===== src/rtl/pipe_pkg.sv =====
// Shared constants for the MIPS pipeline boundary registers: payload widths,
// the nop encoding and the stall-mode selectors used by pipe_stage_reg.
package pipe_pkg;

    localparam logic [31:0] NOP_INSTR = 32'h0000_0000;

    // Payload widths of the four classic boundaries
    localparam int IFID_W  = 64;
    localparam int IDEX_W  = 148;
    localparam int EXMEM_W = 107;
    localparam int MEMWB_W = 71;

    localparam int STALL_HOLD   = 0;
    localparam int STALL_BUBBLE = 1;

endpackage


===== src/rtl/sat_counter.sv =====
// Saturating up-counter with synchronous clear (clear beats increment).
module sat_counter #(
    parameter int CNT_W = 16
) (
    input  logic             clock,
    input  logic             reset,
    input  logic             inc,
    input  logic             clr,
    output logic [CNT_W-1:0] count
);

    logic [CNT_W-1:0] count_reg;

    always_ff @(posedge clock or negedge reset) begin
        if (!reset) begin
            count_reg <= '0;
        end else if (clr) begin
            count_reg <= '0;
        end else if (inc && (count_reg != '1)) begin
            count_reg <= count_reg + 1'b1;
        end
    end

    assign count = count_reg;

endmodule


===== src/rtl/pipe_stage_reg.sv =====
// Generic pipeline-boundary register with stall, flush and legacy-bubble stall.
// Build option: define PIPE_STAGE_PERF_EN to add stall/flush event counters.
module pipe_stage_reg
    import pipe_pkg::*;
#(
    parameter int               WIDTH       = 64,
    parameter logic [WIDTH-1:0] BUBBLE      = '0,
    parameter int               STALL_MODE  = STALL_HOLD,
    parameter int               BUBBLE_HI_W = 32,
    parameter int               CNT_W       = 16
) (
    input  logic             clock,
    input  logic             reset,
    input  logic             stall,
    input  logic             flush,
    input  logic [WIDTH-1:0] data_in,
    input  logic             valid_in,
    output logic [WIDTH-1:0] data_out,
    output logic             valid_out,
    output logic             bubble_out
`ifdef PIPE_STAGE_PERF_EN
    ,
    output logic [CNT_W-1:0] stall_cnt,
    output logic [CNT_W-1:0] flush_cnt,
    input  logic             cnt_clr
`endif
);

    logic [WIDTH-1:0] data_reg,   data_next;
    logic             valid_reg,  valid_next;
    logic             bubble_reg, bubble_next;
    logic [WIDTH-1:0] stall_data;

    // Payload seen on a legacy stall: upper field replaced, lower field kept
    generate
        if (BUBBLE_HI_W >= WIDTH) begin : g_hi_full
            assign stall_data = BUBBLE;
        end else if (BUBBLE_HI_W <= 0) begin : g_hi_none
            assign stall_data = data_reg;
        end else begin : g_hi_part
            assign stall_data = {BUBBLE[WIDTH-1 -: BUBBLE_HI_W],
                                 data_reg[WIDTH-BUBBLE_HI_W-1:0]};
        end
    endgenerate

    always_comb begin
        data_next   = data_reg;
        valid_next  = valid_reg;
        bubble_next = bubble_reg;
        if (flush) begin
            data_next   = BUBBLE;
            valid_next  = 1'b0;
            bubble_next = 1'b1;
        end else if (stall) begin
            if (STALL_MODE == STALL_BUBBLE) begin
                data_next   = stall_data;
                valid_next  = 1'b0;
                bubble_next = 1'b1;
            end
        end else begin
            data_next   = data_in;
            valid_next  = valid_in;
            bubble_next = 1'b0;
        end
    end

    always_ff @(posedge clock or negedge reset) begin
        if (!reset) begin
            data_reg   <= BUBBLE;
            valid_reg  <= 1'b0;
            bubble_reg <= 1'b0;
        end else begin
            data_reg   <= data_next;
            valid_reg  <= valid_next;
            bubble_reg <= bubble_next;
        end
    end

    assign data_out   = data_reg;
    assign valid_out  = valid_reg;
    assign bubble_out = bubble_reg;

`ifdef PIPE_STAGE_PERF_EN
    sat_counter #(.CNT_W(CNT_W)) u_stall_cnt (
        .clock (clock),
        .reset (reset),
        .inc   (stall & ~flush),
        .clr   (cnt_clr),
        .count (stall_cnt)
    );

    sat_counter #(.CNT_W(CNT_W)) u_flush_cnt (
        .clock (clock),
        .reset (reset),
        .inc   (flush),
        .clr   (cnt_clr),
        .count (flush_cnt)
    );
`endif

endmodule


===== config.mk =====
export PLATFORM = sky130hd
export DESIGN_NAME = pipe_stage_reg
export DESIGN_NICKNAME = d
export VERILOG_FILES = /design/src/rtl/pipe_pkg.sv /design/src/rtl/sat_counter.sv /design/src/rtl/pipe_stage_reg.sv
export SDC_FILE = /design/constraint.sdc
export NUM_CORES = 1
export LEC_CHECK = 0
export BUFFER_PORTS_ARGS = -buffer_cell sky130_fd_sc_hd__buf_2
export CAP_MARGIN = 10
export CORE_UTILIZATION = 34
export DETAILED_ROUTE_END_ITERATION = 10
export PLACE_DENSITY = 0.71
export RECOVER_POWER = 50
export SYNTH_ARGS = -nofsm -noshare
export SYNTH_HDL_FRONTEND = slang
export SYNTH_SLANG_ARGS = --single-unit

===== constraint.sdc =====
create_clock -name clock -period 0.95 [get_ports clock]
set_clock_uncertainty 0.15 [all_clocks]
set_input_delay 0.095 -clock clock [delete_from_list [all_inputs] [get_ports clock]]
set_output_delay 0.095 -clock clock [all_outputs]
set_load 0.05 [all_outputs]

==> results of run 1 <==
==> logic make-up (layout without fill, tap and decap cells) <==
family / count (synthesis) / count (layout) / share of synthesized area, %
AND/OR/NAND/NOR: 65 / 65 / 9.01
flip-flops: 66 / 66 / 61.0
multiplexers: 65 / 65 / 24.0
AO/OA/AOI/OAI: 1 / 1 / 0.277
buffers and inverters: 15 / 243 / 5.73
==> final cells by class <==
cell class | count | area share [%]
well taps | 102 | 2.54
clock inverters | 5 | 2.04
flip-flops and latches | 66 | 34.5
repair buffers | 227 | 40.1
multi-input cells | 131 | 18.2
clock buffers | 11 | 2.61
==> through the flow <==
| step | hold slack (ps) | total power, mW | cell area [µm²] | cells |
|---|---|---|---|---|
| final | 78.2 | 7.79 | 5030 | 542 |
| after CTS | 77.2 | 7.79 | 4940 | 532 |
| after floorplan | -351 | 4.08 | 2790 | 212 |
| after detailed placement | -40.7 | 4.52 | 3590 | 445 |
| after global placement | -41.1 | 4.49 | 3590 | 445 |
| after global routing | 86.8 | 8.11 | 5030 | 542 |
==> path summary, 6_finish.rpt <==
kind                                            end
max                                    data_out[10]
min                         data_out[2]$_DFFE_PN0P_
max reg2reg                data_out[13]$_DFFE_PN0P_
min reg2reg                data_out[58]$_DFFE_PN0P_
max in group asynchronous  data_out[55]$_DFFE_PN0P_
min in group asynchronous  data_out[21]$_DFFE_PN0P_
==> registers in the layout, indices dropped and copies added (netlist names) <==
name / flops
bubble_out: 1
data_out: 64
valid_out: 1
==> where the power goes <==
part | internal, mW | switching, mW | leakage (nW) | total, mW
Clock | 1.74 | 1.06 | 0.114 | 2.80
Combinational | 0.848 | 1.02 | 1.61 | 1.87
Sequential | 3.00 | 0.127 | 0.778 | 3.12
==> what timing repair did <==
action / CTS / global route
pin swaps: 0 / 5
buffers inserted: 4 / 11
endpoints found under the setup margin: 66 / 73
endpoints found under the hold margin: 132 / 2
gates resized for setup: 134 / 8
hold buffers: 67 / 1
==> synth_stat cells <==
| library cell | count | share of area (%) |
|---|---|---|
| nor2_1 | 65 | 9.0 |
| clkbuf_1 | 5 | 0.69 |
| a21o_1 | 1 | 0.28 |
| dfrtp_1 | 66 | 61 |
| mux2i_1 | 65 | 24 |
| buf_2 | 2 | 0.37 |
| buf_6 | 1 | 0.42 |
| buf_4 | 2 | 0.55 |
| buf_12 | 5 | 3.7 |
==> per-layer routing <==
metal / GRT usage [%] / routed length, µm
met5: 0 / 0
met4: 8.20 / 155
met3: 5.70 / 416
met2: 36.6 / 4340
met1: 21.8 / 3000
==> flow_summary.ini, run 1 <==
[worst_setup_path]
worst-r2r-cell-count = 3
timing.critical_path.depth = 1
worst_r2r_startpoint = data_out[13]$_DFFE_PN0P_
timing.critical_path.from = data_out[10]$_DFFE_PN0P_
chain_of_cells_forming_the_critical_path = buf_8
setup.worst_path.class = flop to output port
path_max_fanout = 2
crit_slowest_cell = dfrtp_2
timing.critical_path.max_delay_family = flip-flops
critical_path_required_ps = 700
slowest_delay_ps = 430
startpoint_type = flop
critical_path_buf_inv_count = 1
r2r_slack_ps = -80
cp.arrival_ps = 930
crit_path_end_kind = output port

[cells_and_area]
drive_above_1_share_pct = 54.5
count_of_nets_after_finishing = 504
multiInputGateArea_um2 = 915
syn2layout_area_growth_pct = 85.6
layout_commonest_cell = buf_6
finish.utilization_pct = 65.1
fill_cells = 580
antenna-diode-count = 0
ff_latch_area_um2 = 1730
final_cell_mix = buf_6, dlygate4sd3_1, dfrtp_2, buf_2, nor2_1

[synthesis]
mappedNetlistArea_um2 = 2710
synth_register_bits = 66
synth_seq_area_share_pct = 61.0
synth.avg_cell_area_um2 = 12.8
syn_inst = 212
synth_nets = 281
synthDistinctLibCells = 9
synth_warnings = 0

[placement]
place_worst_setup_slack_ps = -73.8
io_buffer_count = 134
post-dp-hpwl_um = 4290
place.gp.congestion = 0.718

[clocking]
cts_tree = yes
clkTransAtPathRegs_ps = 80
worst_skew_pair.late_latency_ps = 340
max-clock-path-buffers = 2
numCtsBuffers = 9
cts.sinks = 66
cts_htree_levels = 3
cts.root.buffer_cell = clkbuf_8

[sta]
unrepaired_setup_endpoints_after_global_routing = true
setup_violations = 80
setup_tns_ps = -13760
hold_viol = 0
fin_crit_sh_pct = 123
report.final.slew_viol_count = 0
final.setup.worst_slack_ps = -222
layout_min_cycle_time_ps = 1170
slew-limit-headroom_pct = 71.4
max_slew.worst_pin.slew_ps = 429
fmaxAchievable_mhz = 853

[status]
violations = negative setup slack
status = finished with violations

[routing]
first_pass_iteration_count_of_the_detailed_router = 4
drtIter0Drc = 58
post-route-drc-count = 0
totalWireLength_um = 7920
routed_wire_length_per_instance_um = 14.6
postRouteAntennaNets = 0
viasPerCell = 4.50
vias_after_detailed_routing = 2438

[hold_path]
worst_hold_path.num_cells = 3
hold_class = input pin to flop
min_from = flush

[global_route]
grt_start_max_net_pins = 35
global_route.usage.total_pct = 20.1
number_of_global_route_vias_before_repair = 2590
first_pass_grt_wire_length_um = 12600
antenna_violations_before_repair = 0
overflow = 0

[die]
die_span_in_x_um = 91.3
design.die.area_um2 = 8330
ios = 135
rows = 32
initial_core_util_pct = 35.1
dieHeight_um = 91.3
design.core.area_um2 = 7730

[flow_run]
maxCapViolCount = 0

[pwr]
p_per_area_nw_per_um2 = 1550
power.ir.vdd_worst_mv = 0.761
cell_leakage_power_nw = 2.50
(Power assumes the default switching activity.)
==> run 2, diff against run 1 <==
==> constraint.sdc (replaced) <==
create_clock -name clock -period 1.3 [get_ports clock]
set_clock_uncertainty 0.15 [all_clocks]
set_input_delay 0.13 -clock clock [delete_from_list [all_inputs] [get_ports clock]]
set_output_delay 0.13 -clock clock [all_outputs]
set_load 0.05 [all_outputs]
==> run 2 against run 1 <==
The run now ends clean. Setup slack improved by 270 ps. Non-clock buffer count decreased by 21. Count of clock-buffer cells in the layout increased by 2. Sequential power decreased by 29%. Critical path depth unchanged. Final cell count decreased by 4.1%. Clock power decreased by 37%. Hold slack got worse by 20 ps. Global-route usage decreased by 3.1 points. First-iteration DRC count increased by 29%.
==> flow_summary.ini, run 2 (same netlist as run 1, synthesis figures left out) <==
[pwr]
power.switching_fraction_pct = 29.4
pwr-share-comb_pct = 22.2
cell_leakage_power_nw = 2.41
p_clk_share_pct = 34.3
power.ir.vdd_worst_mv = 0.570
power.internal_mw = 3.62
p_per_area_nw_per_um2 = 1190
proportion_of_power_drawn_by_flip_flops_and_latches_pct = 43.5
switchingPower_mw = 1.51

[placement]
io_buffer_count = 134
place.gp.congestion = 0.651
post-dp-hpwl_um = 4000
place_worst_setup_slack_ps = 163

[sta]
fin_crit_sh_pct = 96.2
setup_tns_ps = 0
unrepaired_setup_endpoints_after_global_routing = false
report.final.slew_viol_count = 0
fmaxAchievable_mhz = 800
timing.hold.ws_ps = 58.0
final.setup.worst_slack_ps = 49.4
hold_viol = 0
max_slew.worst_pin.slew_ps = 578
setup_violations = 0
slew-limit-headroom_pct = 61.5
layout_min_cycle_time_ps = 1250

[routing]
viasPerCell = 4.42
routed_wire_length_per_instance_um = 13.0
first_pass_iteration_count_of_the_detailed_router = 4
post-route-drc-count = 0
postRouteAntennaNets = 0
drtIter0Drc = 75
totalWireLength_um = 6740
vias_after_detailed_routing = 2298

[global_route]
grt_util_met3_pct = 4.19
met2_usage_pct = 31.1
first_pass_grt_wire_length_um = 11100
gr-max-usage-layer = met2
global_route.usage.total_pct = 17.0
overflow = 0
use_met1_pct = 18.8
antenna_violations_before_repair = 0
grt_start_max_net_pins = 67
number_of_global_route_vias_before_repair = 2450

[cells_and_area]
count_of_nets_after_finishing = 483
drive_above_1_share_pct = 36.8
final_cell_mix = buf_2, dfrtp_1, dlygate4sd3_1
syn2layout_area_growth_pct = 58.9
antenna-diode-count = 0
layout_commonest_cell = buf_2
largest_reg_flops = 64
fill_cells = 638
finish.utilization_pct = 55.7

[die]
design.core.area_um2 = 7730
dieHeight_um = 91.3
die_span_in_x_um = 91.3
ios = 135
design.die.area_um2 = 8330
rows = 32
initial_core_util_pct = 35.1

[worst_setup_path]
critical_path_required_ps = 1020
startpoint_type = flop
crit_path_end_kind = output port
chain_of_cells_forming_the_critical_path = buf_2
worst-r2r-cell-count = 2
path_max_fanout = 2
setup.worst_path.class = flop to output port
critical_path_buf_inv_count = 1
crit_slowest_cell = dfrtp_1
timing.critical_path.depth = 1
cp.arrival_ps = 970
slowest_delay_ps = 360
timing.critical_path.max_delay_family = flip-flops

[clocking]
cts.sinks = 66
cts-resized-gates = 0
numCtsBuffers = 9
worst_skew_pair.late_latency_ps = 330
max-clock-path-buffers = 2
cts_htree_levels = 3
cts_tree = yes
cts.root.buffer_cell = clkbuf_8
clkTransAtPathRegs_ps = 70

[flow_run]
maxCapViolCount = 0

[status]
status = complete, no violations

[hold_path]
hold_class = input pin to flop
worst_hold_path.num_cells = 2
## run 2: worst paths after layout
check / endpoint / startpoint / slack [ps]
min in group asynchronous: data_out[46]$_DFFE_PN0P_ / reset / 260
min reg2reg: bubble_out$_DFFE_PN0P_ / bubble_out$_DFFE_PN0P_ / 340
min: data_out[42]$_DFFE_PN0P_ / flush / 60
max: data_out[47] / data_out[47]$_DFFE_PN0P_ / 50
max in group asynchronous: data_out[6]$_DFFE_PN0P_ / reset / 330
max reg2reg: data_out[30]$_DFFE_PN0P_ / data_out[30]$_DFFE_PN0P_ / 410
## run 2: per-layer routing
layer / share of wire [%] / vias up
met5: 0 / -
met4: 2.0 / 0
met3: 5.0 / 13
met2: 53 / 77
met1: 40 / 1106
li1: - / 1102
## run 2: power groups by stage
| stage | Sequential (mW) | Clock [mW] | Combinational (mW) |
|---|---|---|---|
| detailed placement | 2.27 | 0 | 0.994 |
| global placement | 2.26 | 0 | 0.980 |
| floorplan | 2.68 | 0 | 0.278 |
| finish | 2.23 | 1.76 | 1.14 |
| global route | 2.24 | 1.92 | 1.21 |
| CTS | 2.23 | 1.82 | 1.15 |
## run 2: cell type report
type / instances / area [µm²] / share of cell area (%)
Sequential cell: 66 / 1650 / 38.4
Timing Repair Buffer: 206 / 1420 / 33.0
Multi-Input combinational cell: 131 / 902 / 21.0
Clock buffer: 13 / 169 / 3.92
Tap cell: 102 / 128 / 2.96
Clock inverter: 2 / 35.0 / 0.814
## run 2: timing repair
| item | 4_1_cts | 5_1_grt |
|---|---|---|
| hold endpoints to repair | 131 | 0 |
| setup buffers | 0 | 0 |
| hold buffers | 66 | 0 |
## run 2: stage by stage
step,power [mW],std cells,instance area (µm²)
after floorplan,2.96,212,2710
after global routing,5.38,520,4310
after global placement,3.24,439,3450
after detailed placement,3.26,439,3450
after CTS,5.20,520,4310
final,5.13,520,4310
